<file path="src/rtl/tdm_demux4.sv">
// tdm_demux4: four-slot time-division demultiplexer.
// Rebuilds four parallel lanes from a slot-serial stream that is aligned by a
// frame-sync marker. Each completed frame is presented as one word on a
// valid/ready output. Every output is driven straight from a register.
module tdm_demux4 #(
  parameter int WIDTH = 1
) (
  input  logic               clk,
  input  logic               rst_n,
  input  logic [WIDTH-1:0]   din,
  input  logic               in_valid,
  input  logic               frame_sync,
  output logic [4*WIDTH-1:0] out_data,
  output logic               out_valid,
  input  logic               out_ready,
  output logic [1:0]         slot,
  output logic               locked,
  output logic               sync_err,
  output logic               overflow,
  input  logic               ovf_clr
);

  // HUNT discards beats until the first frame_sync arrives.
  // SYNC is only left through reset.
  typedef enum logic {
    HUNT = 1'b0,
    SYNC = 1'b1
  } state_t;

  state_t             r_state;
  logic [1:0]         r_slot;
  logic [WIDTH-1:0]   r_lane [4];
  logic [4*WIDTH-1:0] r_outData;
  logic               r_outValid;
  logic               r_locked;
  logic               r_syncErr;
  logic               r_overflow;

  state_t             w_stateNext;
  logic [1:0]         w_slotNext;
  logic [3:0]         w_laneWe;
  logic               w_syncErrNext;
  logic               w_frameDone;
  logic               w_loadOut;
  logic               w_drop;
  logic [4*WIDTH-1:0] w_frameWord;

  // Next-state and lane-write decode for the accepted beat.
  always_comb begin
    w_stateNext   = r_state;
    w_slotNext    = r_slot;
    w_laneWe      = 4'b0000;
    w_syncErrNext = 1'b0;
    w_frameDone   = 1'b0;
    case (r_state)
      HUNT: begin
        if (in_valid && frame_sync) begin
          w_laneWe[0] = 1'b1;
          w_slotNext  = 2'd1;
          w_stateNext = SYNC;
        end
      end
      SYNC: begin
        if (in_valid) begin
          if (frame_sync) begin
            // A sync beat always restarts the frame at lane 0. Lanes 1-2
            // that belong to a discarded partial frame are overwritten
            // before the next completion, so they never need clearing.
            w_laneWe[0]   = 1'b1;
            w_slotNext    = 2'd1;
            w_syncErrNext = (r_slot != 2'd0);
          end else begin
            w_laneWe[r_slot] = 1'b1;
            w_slotNext       = r_slot + 2'd1;
            w_frameDone      = (r_slot == 2'd3);
          end
        end
      end
      default: begin
        w_stateNext = HUNT;
        w_slotNext  = 2'd0;
      end
    endcase
  end

  // Lane 3 is taken from din directly, so a frame can be published on the
  // same edge that accepts its last beat.
  assign w_frameWord = {din, r_lane[2], r_lane[1], r_lane[0]};
  assign w_loadOut   = w_frameDone && (!r_outValid || out_ready);
  assign w_drop      = w_frameDone && r_outValid && !out_ready;

  // State register, slot counter, lock flag and sync error pulse.
  always_ff @(posedge clk or negedge rst_n) begin
    if (!rst_n) begin
      r_state   <= HUNT;
      r_slot    <= 2'd0;
      r_locked  <= 1'b0;
      r_syncErr <= 1'b0;
    end else begin
      r_state   <= w_stateNext;
      r_slot    <= w_slotNext;
      r_locked  <= (w_stateNext == SYNC);
      r_syncErr <= w_syncErrNext;
    end
  end

  // Shadow lanes that collect the current frame beat by beat.
  always_ff @(posedge clk or negedge rst_n) begin
    if (!rst_n) begin
      for (int k = 0; k < 4; k++) begin
        r_lane[k] <= '0;
      end
    end else begin
      for (int k = 0; k < 4; k++) begin
        if (w_laneWe[k]) begin
          r_lane[k] <= din;
        end
      end
    end
  end

  // Output word and valid flag. The word stays frozen until it is consumed.
  // Completion together with acceptance loads the new word and keeps valid high.
  always_ff @(posedge clk or negedge rst_n) begin
    if (!rst_n) begin
      r_outData  <= '0;
      r_outValid <= 1'b0;
    end else if (w_loadOut) begin
      r_outData  <= w_frameWord;
      r_outValid <= 1'b1;
    end else if (r_outValid && out_ready) begin
      r_outValid <= 1'b0;
    end
  end

  // Sticky overflow flag. A drop in the same cycle as a clear keeps it set.
  always_ff @(posedge clk or negedge rst_n) begin
    if (!rst_n) begin
      r_overflow <= 1'b0;
    end else if (w_drop) begin
      r_overflow <= 1'b1;
    end else if (ovf_clr) begin
      r_overflow <= 1'b0;
    end
  end

  assign out_data  = r_outData;
  assign out_valid = r_outValid;
  assign slot      = r_slot;
  assign locked    = r_locked;
  assign sync_err  = r_syncErr;
  assign overflow  = r_overflow;

endmodule

</file>
<file path="config.mk">
export PLATFORM = sky130hd
export DESIGN_NAME = tdm_demux4
export DESIGN_NICKNAME = d
export VERILOG_FILES = /design/src/rtl/tdm_demux4.sv
export SDC_FILE = /design/constraint.sdc
export NUM_CORES = 1
export LEC_CHECK = 0
export ABC_AREA = 1
export BUFFER_PORTS_ARGS = -buffer_cell sky130_fd_sc_hd__clkbuf_2
export CAP_MARGIN = 20
export CORE_UTILIZATION = 35
export CTS_BUF_LIST = sky130_fd_sc_hd__clkbuf_4 sky130_fd_sc_hd__clkbuf_8
export DETAILED_ROUTE_END_ITERATION = 6
export HOLD_SLACK_MARGIN = 0.12
export SLEW_MARGIN = 5
export SYNTH_ARGS = -nofsm -noshare
export SYNTH_HDL_FRONTEND = slang
export SYNTH_SLANG_ARGS = --single-unit
</file>
<file path="constraint.sdc">
create_clock -name clk -period 2.2 [get_ports clk]
set_clock_uncertainty 0.1 [all_clocks]
set_input_delay 0.33 -clock clk [delete_from_list [all_inputs] [get_ports clk]]
set_output_delay 0.33 -clock clk [all_outputs]
set_load 0.005 [all_outputs]
</file>
* Word-level counts from Yosys, hierarchy flattened
Cells that the tools add are included.
Word-level totals: bits in registers 13, ROM bits 0, bits in latches 0, memories kept 0, output and inout port bits 10, logic and storage cells 52, input port bits 7, bits in writable memories 0
Cells by class: bitwise gates (word level) 1, add/subtract/negate cells 1, multipliers 0, equal/unequal tests 3, multiplexer cells 23, shifts and indexed selects 0, magnitude comparators 2, reductions and logical operators 13, divide/modulo/power cells 0
Operators with widths (count):
- two-way mux 1 bit | 14
- two-way mux 2 bit | 5
- logical AND 1 bit | 6
- nonzero test 2 bit | 3
- != test 2 bit (second input constant) | 2
- one-hot mux 2 bit (2 select lines) | 1
- < comparator 2 x 3 -> 1 bit (second input constant) | 1
- two-way mux 3 bit | 1
- adder 2 x 1 -> 2 bit (second input constant) | 1
- demux 1 bit (select 2 bit) | 1
- equality test 2 bit (second input constant) | 1
- greater-or-equal comparator 2 x 1 -> 1 bit (second input constant) | 1
- zero test 1 bit | 2
- one-hot mux 1 bit (2 select lines) | 1
- AND reduction 2 bit | 1
- logical OR 1 bit | 1
- inverter 1 bit | 1

* Longest topological paths before layout
Gate-level depths: netlist of the first run.
word-level depth 7, depth in mapped cells 6, gate-level depth less buffers 6

* Least setup slack after synthesis of the first run
No wires, ideal clock.
kind register to register, from reg r_slot[0], in the netlist slot[0], to reg r_outData[0], in the netlist out_data[0], path slack 1.051 ns, arrival time 0.932 ns, period minus slack after synthesis 1.149 ns, cell stages (with the launch flop) 7, path buffers 0, library setup time 0.117 ns, data required time 1.983 ns, cells stage by stage dfrtp_1 ha_1 inv_1 nor2_1 nand3_2 nand2_1 nand2_1
On the way: cells in the longest elaborated chain, start to end 5
RTL lines:
- start: declaration | RTL line 31 | logic [1:0] r_slot;
- start signal: assignment | RTL line 101 | r_slot <= w_slotNext;
- equality test 2 bit | RTL line 75 | w_frameDone = (r_slot == 2'd3);
- two-way mux 1 bit | RTL line 65 | if (frame_sync) begin
- two-way mux 1 bit | RTL line 64 | if (in_valid) begin
- two-way mux 1 bit | RTL line 55 | case (r_state)
- logical AND 1 bit | RTL line 89 | assign w_loadOut = w_frameDone && (!r_outValid || out_ready);
- end signal: assignment | RTL line 129 | r_outData <= w_frameWord;
- end: declaration | RTL line 33 | logic [4*WIDTH-1:0] r_outData;
Every way passes these cells. A chain may end at the register's enable or synchronous reset.

* Worst setup path after layout of the first run
from reg r_slot[0], in the netlist slot[0], to out slot[0]
RTL lines:
- end: declaration | RTL line 16 | output logic [1:0] slot,
No word-level cell between the ends.

==> key figures, run 1 <==
Clocking
  • Clock sinks: 13
  • CTS tree: yes
  • Bufs on Longest Clock Path: 2
  • CTS resizes: 0
  • Clock Pin Slew Worst Setup and Hold Paths: 0.08 ns
  • CTS Hold Buffers Added: 1
  • CTS Buf Count: 3
  • H-tree lvl count: 1
  • Clk_lat worst skew: 0.28 ns
  • Post-CTS Setup Bufs: 0
  • Root Buffer: clkbuf_4

Die
  • Die extent in x: 44.2 um
  • # IOs: 17
  • Initial Util: 39.6%
  • Site row count: 14
  • Die height: 44.2 um
  • Core Region: 1580 sq um
  • DIE AREA: 1960 sq um

Detailed routing
  • Pre-antenna DRT Iters: 6
  • Initial DRC Count: 12
  • Final wirelength: 1.13 mm
  • DRT antenna net count: 0
  • DRC Markers: 4
  • Vias: 511
  • Via density: 4.73
  • Routed WL per cell: 10.5 um

STA
  • Setup TNS: 0 ns
  • Final Hold Viols: 0
  • Setup-failing EPs final: 0
  • Slew margin rel.: 78.9%
  • Final Max Slew Viols: 0
  • Fin crit period: 1.29 ns
  • Tightest Pin Transition: 0.317 ns
  • Crit share post-route: 58.9%
  • Smallest hold slack: 0.210 ns
  • RSZ-0062 raised after global routing: no
  • Fin worst setup slack: 0.905 ns
  • Fmax: 772 MHz

Finish
  • Multi-input logic area: 265 sq um
  • Finished Layout Cells: 108
  • # fillers: 159
  • # nets final: 104
  • Antenna cells: 0
  • Final core occ: 48.5%
  • Register area: 325 sq um
  • Layout cell share with drive strength beyond 1: 27.2%
  • Layout area overhead: 22.4%

Synthesis
  • Main synth FF type: dfrtp_1
  • Yosys top cell area share: 52.1%
  • Yosys reg bits: 13
  • Area leader, netlist: dfrtp_1
  • FFs w/ async S/R, synth: 100%
  • Ranking of synthesized cells by area: dfrtp_1 52%, nand2_1 16%, ha_1 8.0%, nand3_1 7.2%, inv_1 4.8%
  • Most used standard cell by instance count after synthesis: nand2_1
  • Post-Synthesis Cells: 71
  • Syn Area/Cell: 8.79 sq um
  • Post-Syn Area: 624 sq um
  • Sequential share of the synthesized area: 52.1%
  • Synth warnings: 0
  • Synth Net Count: 82
  • Synth top cells by count: 27 x nand2_1, 13 x dfrtp_1, 9 x nand3_1, 8 x inv_1, 4 x ha_1
  • Post-synth EDFFs: 0
  • Netlist cell types: 13

Worst setup path
  • Slowest stage delay, CP: 0.44 ns
  • CP delay by family, top: flip-flops
  • Crit path max fanout: 5
  • Critical path startpoint category: flop
  • Critical path capture point type: primary output
  • CP Class: flop to primary output
  • Critical-path cell list: clkbuf_2
  • Worst path arrival time: 0.86 ns
  • Buf/Inv on CP: 1
  • CP max stage cell: dfrtp_1
  • Worst path required time: 1.77 ns

Global routing
  • First-pass GRT wire length: 1.92 mm
  • Grt total ovfl: 0
  • Via count of the first global-routing pass: 447
  • Initial antenna violation count: 0
  • Largest net degree at the start of global routing: 14
  • Overall Global Routing Usage: 13.9%

Min path
  • Worst Hold Class: input pin to flop

Placed design
  • Placed insts: 103
  • DP HPWL: 863 um
  • GPL Wtd Cong: 0.817
  • Pre-CTS WS: 0.967 ns
  • Number of port buffers: 16

Run status
  • Failing checks: DRC
  • Outcome: finished with violations

Job
  • Maxcap violations: 0

Pwr
  • Worst VDD drop: 0.000367 V
  • Power per cell area: 829 nW/um^2
  • P_leak: 0.433 nW
-- cells by family after synthesis --
kind of cell / after synthesis / synth area share [%]
simple gates: 43 / 32.5
buf+inv: 9 / 5.41
compound gates: 2 / 2.00
flops: 13 / 52.1
fa+ha+maj: 4 / 8.02
-- worst paths after layout --
kind / startpoint / to / slack [ns] / cells past startpoint
max: slot[0]$_DFFE_PN0P_ / slot[0] / 0.91 / 1
min: din / r_lane[3]$_DFFE_PN0P_ / 0.21 / 3
max reg2reg: slot[0]$_DFFE_PN0P_ / out_data[1]$_DFFE_PN0P_ / 0.93 / 6
min reg2reg: r_lane[1]$_DFFE_PN0P_ / r_lane[1]$_DFFE_PN0P_ / 0.39 / 2
max in group asynchronous: rst_n / out_data[3]$_DFFE_PN0P_ / 1.39 / 2
min in group asynchronous: rst_n / r_lane[3]$_DFFE_PN0P_ / 0.37 / 2
-- routing by layer --
metal | GRT usage (%) | vias up | share of wire [%]
met3 | 5.31 | 4 | 6.0
met5 | 0 | - | 0
li1 | - | 264 | -
met4 | 7.27 | 0 | 1.8
met1 | 17.3 | 227 | 48
met2 | 20.9 | 16 | 44
-- state kept, by name (all words and copies together) (netlist names) --
signal and count:
out_data 4, r_lane 3, slot 2, locked 1
out_valid 1, overflow 1, sync_err 1
-- through the flow --
step                cell area (sq um)  total power, mW
detailed placement                724            0.477
floorplan                         624            0.405
finish                            764            0.634
CTS                               764            0.639
global route                      764            0.679
global placement                  724            0.472
-- layout make-up --
| cell class | instances | area share (%) |
|---|---|---|
| clock buffers | 4 | 3.93 |
| repair buffers | 17 | 11.8 |
| multi-input cells | 49 | 34.7 |
| flip-flops and latches | 13 | 42.6 |
| well taps | 16 | 2.62 |
| inverters | 9 | 4.42 |
-- cells in the final DEF (no fill, tap or decap) --
master | netlist | final
nor3_1 | 1 | 1
dfrtp_1 | 13 | 13
inv_2 | 1 | 1
o21bai_1 | 1 | 1
nand2_4 | 1 | 1
nand3_2 | 1 | 1
nand3_1 | 9 | 9
ha_1 | 4 | 4
clkbuf_4 | 0 | 4
dlygate4sd3_1 | 0 | 1
nand2_1 | 27 | 27
nor2_1 | 2 | 2
nor2_4 | 2 | 2
clkbuf_2 | 0 | 16
inv_1 | 8 | 8
o21ai_0 | 1 | 1
-- report_power, final --
group,leakage [nW],total [mW],switching (mW),internal [mW]
combinational,0.251,0.143,0.0776,0.0650
sequential,0.164,0.331,0.0363,0.294
clock,0.0184,0.160,0.0777,0.0826
Note: power is estimated with default switching activity, not from simulation.
==> run 2: changes to the inputs <==
Settings changed: ABC_AREA 1 to 0.
Clock period 2.2 ns to 1.3 ns, I/O delays scaled along.
==> key figures, run 2 <==
Run status
  • Outcome: finished with violations
  • Failing checks: setup timing

Synthesis
  • Most used standard cell by instance count after synthesis: dfrtp_1
  • Main synth FF type: dfrtp_1
  • Post-Syn Area: 627 sq um
  • FFs w/ async S/R, synth: 100%
  • Syn Area/Cell: 13.3 sq um
  • Area leader, netlist: dfrtp_1
  • Post-Synthesis Cells: 47
  • Synth top cells by count: 13 x dfrtp_1, 5 x mux2_2, 4 x ha_1, 4 x nand2_1, 3 x inv_1
  • Netlist cell types: 18
  • Ranking of synthesized cells by area: dfrtp_1 52%, mux2_2 9.0%, ha_1 8.0%, nand4b_4 3.8%, mux2_1 3.6%
  • Synth warnings: 0
  • Sequential share of the synthesized area: 51.9%
  • Yosys top cell area share: 51.9%
  • Post-synth EDFFs: 0
  • Yosys reg bits: 13
  • Synth Net Count: 58

STA
  • Setup-failing EPs final: 8
  • Final Max Slew Viols: 0
  • Tightest Pin Transition: 0.325 ns
  • Fmax: 692 MHz
  • Crit share post-route: 111%
  • Fin crit period: 1.44 ns
  • Slew margin rel.: 78.3%
  • RSZ-0062 raised after global routing: yes
  • Setup TNS: -0.841 ns
  • Final Hold Viols: 0
  • Fin worst setup slack: -0.144 ns

Clocking
  • Root Buffer: clkbuf_4
  • CTS Buf Count: 3
  • Bufs on Longest Clock Path: 2
  • H-tree lvl count: 1
  • Clock Pin Slew Worst Setup and Hold Paths: 0.08 ns
  • CTS tree: yes
  • Clk_lat worst skew: 0.27 ns
  • Clock sinks: 13

Finish
  • Final instance area: 876 sq um
  • Final core occ: 54.9%
  • Commonest non-fill, non-tap cell in the layout: clkbuf_2
  • Antenna cells: 0
  • Layout cell share with drive strength beyond 1: 55.1%
  • Finished Layout Cells: 102
  • Most frequent cells in the layout: 16 x clkbuf_2, 12 x dfrtp_1, 9 x buf_4
  • Layout area overhead: 39.7%
  • # nets final: 90
  • Max FFs per register: 4

Placed design
  • GPL Wtd Cong: 0.715
  • Post-Place Cell Area: 791 sq um
  • DP HPWL: 819 um
  • Placed insts: 94
  • Number of port buffers: 16

Worst setup path
  • Critical path startpoint category: flop
  • Crit path max fanout: 4
  • Critical path capture point type: flop
  • Buf/Inv on CP: 0
  • CP max stage cell: dfrtp_1
  • Slowest stage delay, CP: 0.38 ns
  • Critical-path cell list: ha_2, nand4b_4, nor2b_4, mux2_4
  • CP delay by family, top: flip-flops
  • Worst path required time: 1.36 ns
  • CP Class: flop to flop
  • Worst path arrival time: 1.50 ns

Die
  • Site row count: 14
  • Core Region: 1590 sq um
  • DIE AREA: 1960 sq um
  • # IOs: 17
  • Die height: 44.3 um
  • Die extent in x: 44.3 um
  • Initial Util: 39.3%

Global routing
  • Overall Global Routing Usage: 13.1%
  • Largest net degree at the start of global routing: 14
  • Initial antenna violation count: 0
  • Via count of the first global-routing pass: 426
  • Grt total ovfl: 0
  • First-pass GRT wire length: 1.77 mm

Min path
  • Worst Hold Class: input pin to flop

Detailed routing
  • Routed WL per cell: 10.4 um
  • Final wirelength: 1.06 mm
  • DRC Markers: 0
  • Pre-antenna DRT Iters: 5
  • DRT antenna net count: 0
  • Vias: 445
  • Via density: 4.36
  • Initial DRC Count: 2

Job
  • Maxcap violations: 0

Pwr
  • P_leak: 0.446 nW
  • Worst VDD drop: 0.000749 V
  • Total power: 1.19 mW
  • Power per cell area: 1350 nW/um^2
run 2: cell types whose count changed after synthesis, sizes merged, moves of 2 or more:
cell and delta:
o21a +2, buf +2, nand2 -24, mux2 +7, nor2 -4, a21o +2, o22ai +2, nand3 -8
inv -6
run 2: area by class of cell:
type,instances,area [sq um]
fillers,143,718
repair buffers,29,189
flip-flops and latches,13,327
clock inverters,1,5.00
inverters,3,11.3
clock buffers,3,22.5
multi-input cells,29,292
well taps,24,30.0
run 2: layer usage:
metal / vias up / track usage, % / share of wire [%]
met3: 2 / 3.67 / 4.0
li1: 226 / - / -
met2: 12 / 22.9 / 48
met1: 205 / 14.2 / 46
met5: - / 0 / 0
met4: 0 / 7.27 / 1.3
run 2: timing repair:
| action | in CTS | in global routing |
|---|---|---|
| setup buffers | 1 | 0 |
| resized for setup | 0 | 6 |
| cloned | 0 | 0 |
| hold buffers | 3 | 0 |
| pin swaps | 0 | 1 |
| setup endpoints to repair | 8 | 9 |
| hold endpoints to repair | 18 | 0 |
run 2: path summary, 6_finish.rpt:
kind,startpoint,end,slack (ns),cells past startpoint
setup / recovery,slot[0]$_DFFE_PN0P_,out_data[0]$_DFFE_PN0P_,-0.14,4
hold / removal,in_valid,slot[1]$_DFFE_PN0P_,0.14,2
setup reg to reg,slot[0]$_DFFE_PN0P_,out_data[0]$_DFFE_PN0P_,-0.14,4
hold reg to reg,r_lane[1]$_DFFE_PN0P_,r_lane[1]$_DFFE_PN0P_,0.40,1
max in group asynchronous,rst_n,locked$_DFF_PN0_,0.59,2
min in group asynchronous,rst_n,out_data[2]$_DFFE_PN0P_,0.24,2
run 2: metrics by stage:
| stage | setup slack [ns] | hold WS (ns) |
|---|---|---|
| 5_1_grt | -0.201 | 0.127 |
| 4_1_cts | -0.154 | 0.127 |
| 6_report | -0.144 | 0.138 |
| 3_3_place_gp | -0.136 | 0.00709 |
| 2_1_floorplan | -0.173 | -0.201 |
| 3_5_place_dp | -0.181 | 0.00704 |
run 2: where the power goes:
group | switching [mW] | internal (mW) | total [mW]
Clock | 0.130 | 0.114 | 0.244
Combinational | 0.131 | 0.240 | 0.371
Sequential | 0.0571 | 0.513 | 0.570
run 2: cells by family after synthesis:
| family | after synthesis | synth area share, % |
|---|---|---|
| AO/OA/AOI/OAI | 7 | 8.58 |
| adder cells (fa/ha/maj) | 4 | 7.98 |
| buffers and inverters | 5 | 4.79 |
| flip-flops | 13 | 51.9 |
| multiplexers | 7 | 12.6 |
| AND/OR/NAND/NOR | 11 | 14.2 |
run 2: worst reg2reg max path, cell delays in order (launching register included):
cell      delay, ns
dfrtp_1        0.38
ha_2           0.20
nand4b_4       0.11
nor2b_4        0.22
mux2_4         0.32
==> run 3: changes to the inputs <==
Settings changed: PLACE_DENSITY set to 0.57, TNS_END_PERCENT set to 20.
==> key figures, run 3 (synthesis results as in run 2) <==
Run status
  • Outcome: finished with violations
  • Failing checks: setup timing

Finish
  • Antenna cells: 0
  • Layout cell share with drive strength beyond 1: 58.2%
  • Commonest non-fill, non-tap cell in the layout: clkbuf_2
  • Most frequent cells in the layout: 16 x clkbuf_2, 13 x dfrtp_1, 9 x buf_4
  • Final instance area: 906 sq um
  • Max FFs per register: 4
  • # nets final: 91
  • Finished Layout Cells: 103
  • Layout area overhead: 44.5%

Die
  • Initial Util: 39.3%
  • Die extent in x: 44.3 um
  • Die height: 44.3 um
  • Core Region: 1590 sq um
  • Site row count: 14
  • DIE AREA: 1960 sq um
  • # IOs: 17

Pwr
  • Total power: 1.25 mW
  • Power per cell area: 1380 nW/um^2
  • Worst VDD drop: 0.000969 V
  • P_leak: 0.457 nW

STA
  • Setup-failing EPs final: 6
  • Final Hold Viols: 0
  • Final Max Slew Viols: 0
  • Fin worst setup slack: -0.170 ns
  • Slew margin rel.: 77.7%
  • Fin crit period: 1.47 ns
  • Tightest Pin Transition: 0.335 ns
  • RSZ-0062 raised after global routing: yes
  • Smallest hold slack: 0.161 ns
  • Fmax: 680 MHz
  • Crit share post-route: 113%

Worst setup path
  • Worst path arrival time: 1.54 ns
  • Critical path capture point type: flop
  • RR Startpoint: slot[0]$_DFFE_PN0P_
  • Worst path required time: 1.37 ns
  • Critical path startpoint category: flop
  • CP Class: flop to flop
  • Critical Path Source: slot[0]$_DFFE_PN0P_
  • Crit path max fanout: 4
  • Reg2reg setup slack: -0.17 ns

Min path
  • Hold Crit Start: frame_sync
  • Worst Hold Class: input pin to flop

Clocking
  • CTS tree: yes
  • Clock Pin Slew Worst Setup and Hold Paths: 0.08 ns
  • Root Buffer: clkbuf_4
  • H-tree lvl count: 1
  • Clock sinks: 13
  • Bufs on Longest Clock Path: 2
  • Clk_lat worst skew: 0.28 ns
  • CTS Buf Count: 3

Detailed routing
  • Vias: 452
  • Pre-antenna DRT Iters: 2
  • Initial DRC Count: 4
  • Routed WL per cell: 11.0 um
  • DRT antenna net count: 0
  • Via density: 4.39
  • DRC Markers: 0
  • Final wirelength: 1.13 mm

Global routing
  • Busiest grt layer: met2
  • GR Util met1: 14.5%
  • Via count of the first global-routing pass: 409
  • Overall Global Routing Usage: 13.0%
  • Largest net degree at the start of global routing: 14
  • First-pass GRT wire length: 1.71 mm
  • Met3 Track Usage GR: 6.12%
  • Initial antenna violation count: 0
  • Met2 Usage GRT: 19.4%
  • Grt total ovfl: 0

Placed design
  • Placed insts: 94
  • Post-Place Cell Area: 791 sq um
  • GPL Wtd Cong: 0.787
  • DP HPWL: 811 um
  • Number of port buffers: 16

Job
  • Maxcap violations: 0
-- run 3: power by group --
part           switching, mW  internal (mW)
sequential            0.0623          0.513
clock                  0.134          0.140
combinational          0.140          0.261
total                  0.337          0.914
-- run 3: critical path, cell delays in order, from the launching register on --
cell and delay (ns):
dfrtp_1 0.40, ha_2 0.22, nand4b_4 0.11, nor2b_4 0.21
mux2_4 0.32
-- run 3: timing repair --
item,4_1_cts,5_1_grt
endpoints found under the setup margin,8,10
pin swaps,0,1
hold buffers,4,0
hold endpoints to repair,19,0
resized for setup,0,10
gates cloned,0,0
setup buffers,1,0
-- run 3: layer usage --
metal	up-vias	wire, um
li1	227	-
met4	0	23
met2	13	486
met1	208	555
met5	-	0
met3	4	65
-- run 3: path summary, 6_finish.rpt --
| check | cells past startpoint | end |
|---|---|---|
| setup / recovery | 4 | out_data[0]$_DFFE_PN0P_ |
| hold / removal | 3 | slot[1]$_DFFE_PN0P_ |
| setup reg to reg | 4 | out_data[0]$_DFFE_PN0P_ |
| hold reg to reg | 1 | out_data[1]$_DFFE_PN0P_ |
| max in group asynchronous | 2 | out_data[1]$_DFFE_PN0P_ |
| min in group asynchronous | 2 | locked$_DFF_PN0_ |
-- run 3: cell type report --
type / count / area, sq um
repair buffers: 30 / 199
inverters: 3 / 11.3
flip-flops and latches: 13 / 325
multi-input cells: 29 / 310
fillers: 148 / 688
clock buffers: 4 / 30.0
well taps: 24 / 30.0
-- run 3: per-stage QoR --
stage                     worst slack, ns  utilization, %  setup TNS [ns]
final                              -0.170            56.8          -0.876
after detailed placement           -0.158            49.6          -0.859
after CTS                          -0.171            54.5          -0.963
after global placement             -0.143            49.6          -0.777
after floorplan                    -0.173               -          -0.858
after global routing               -0.230            56.8           -1.39
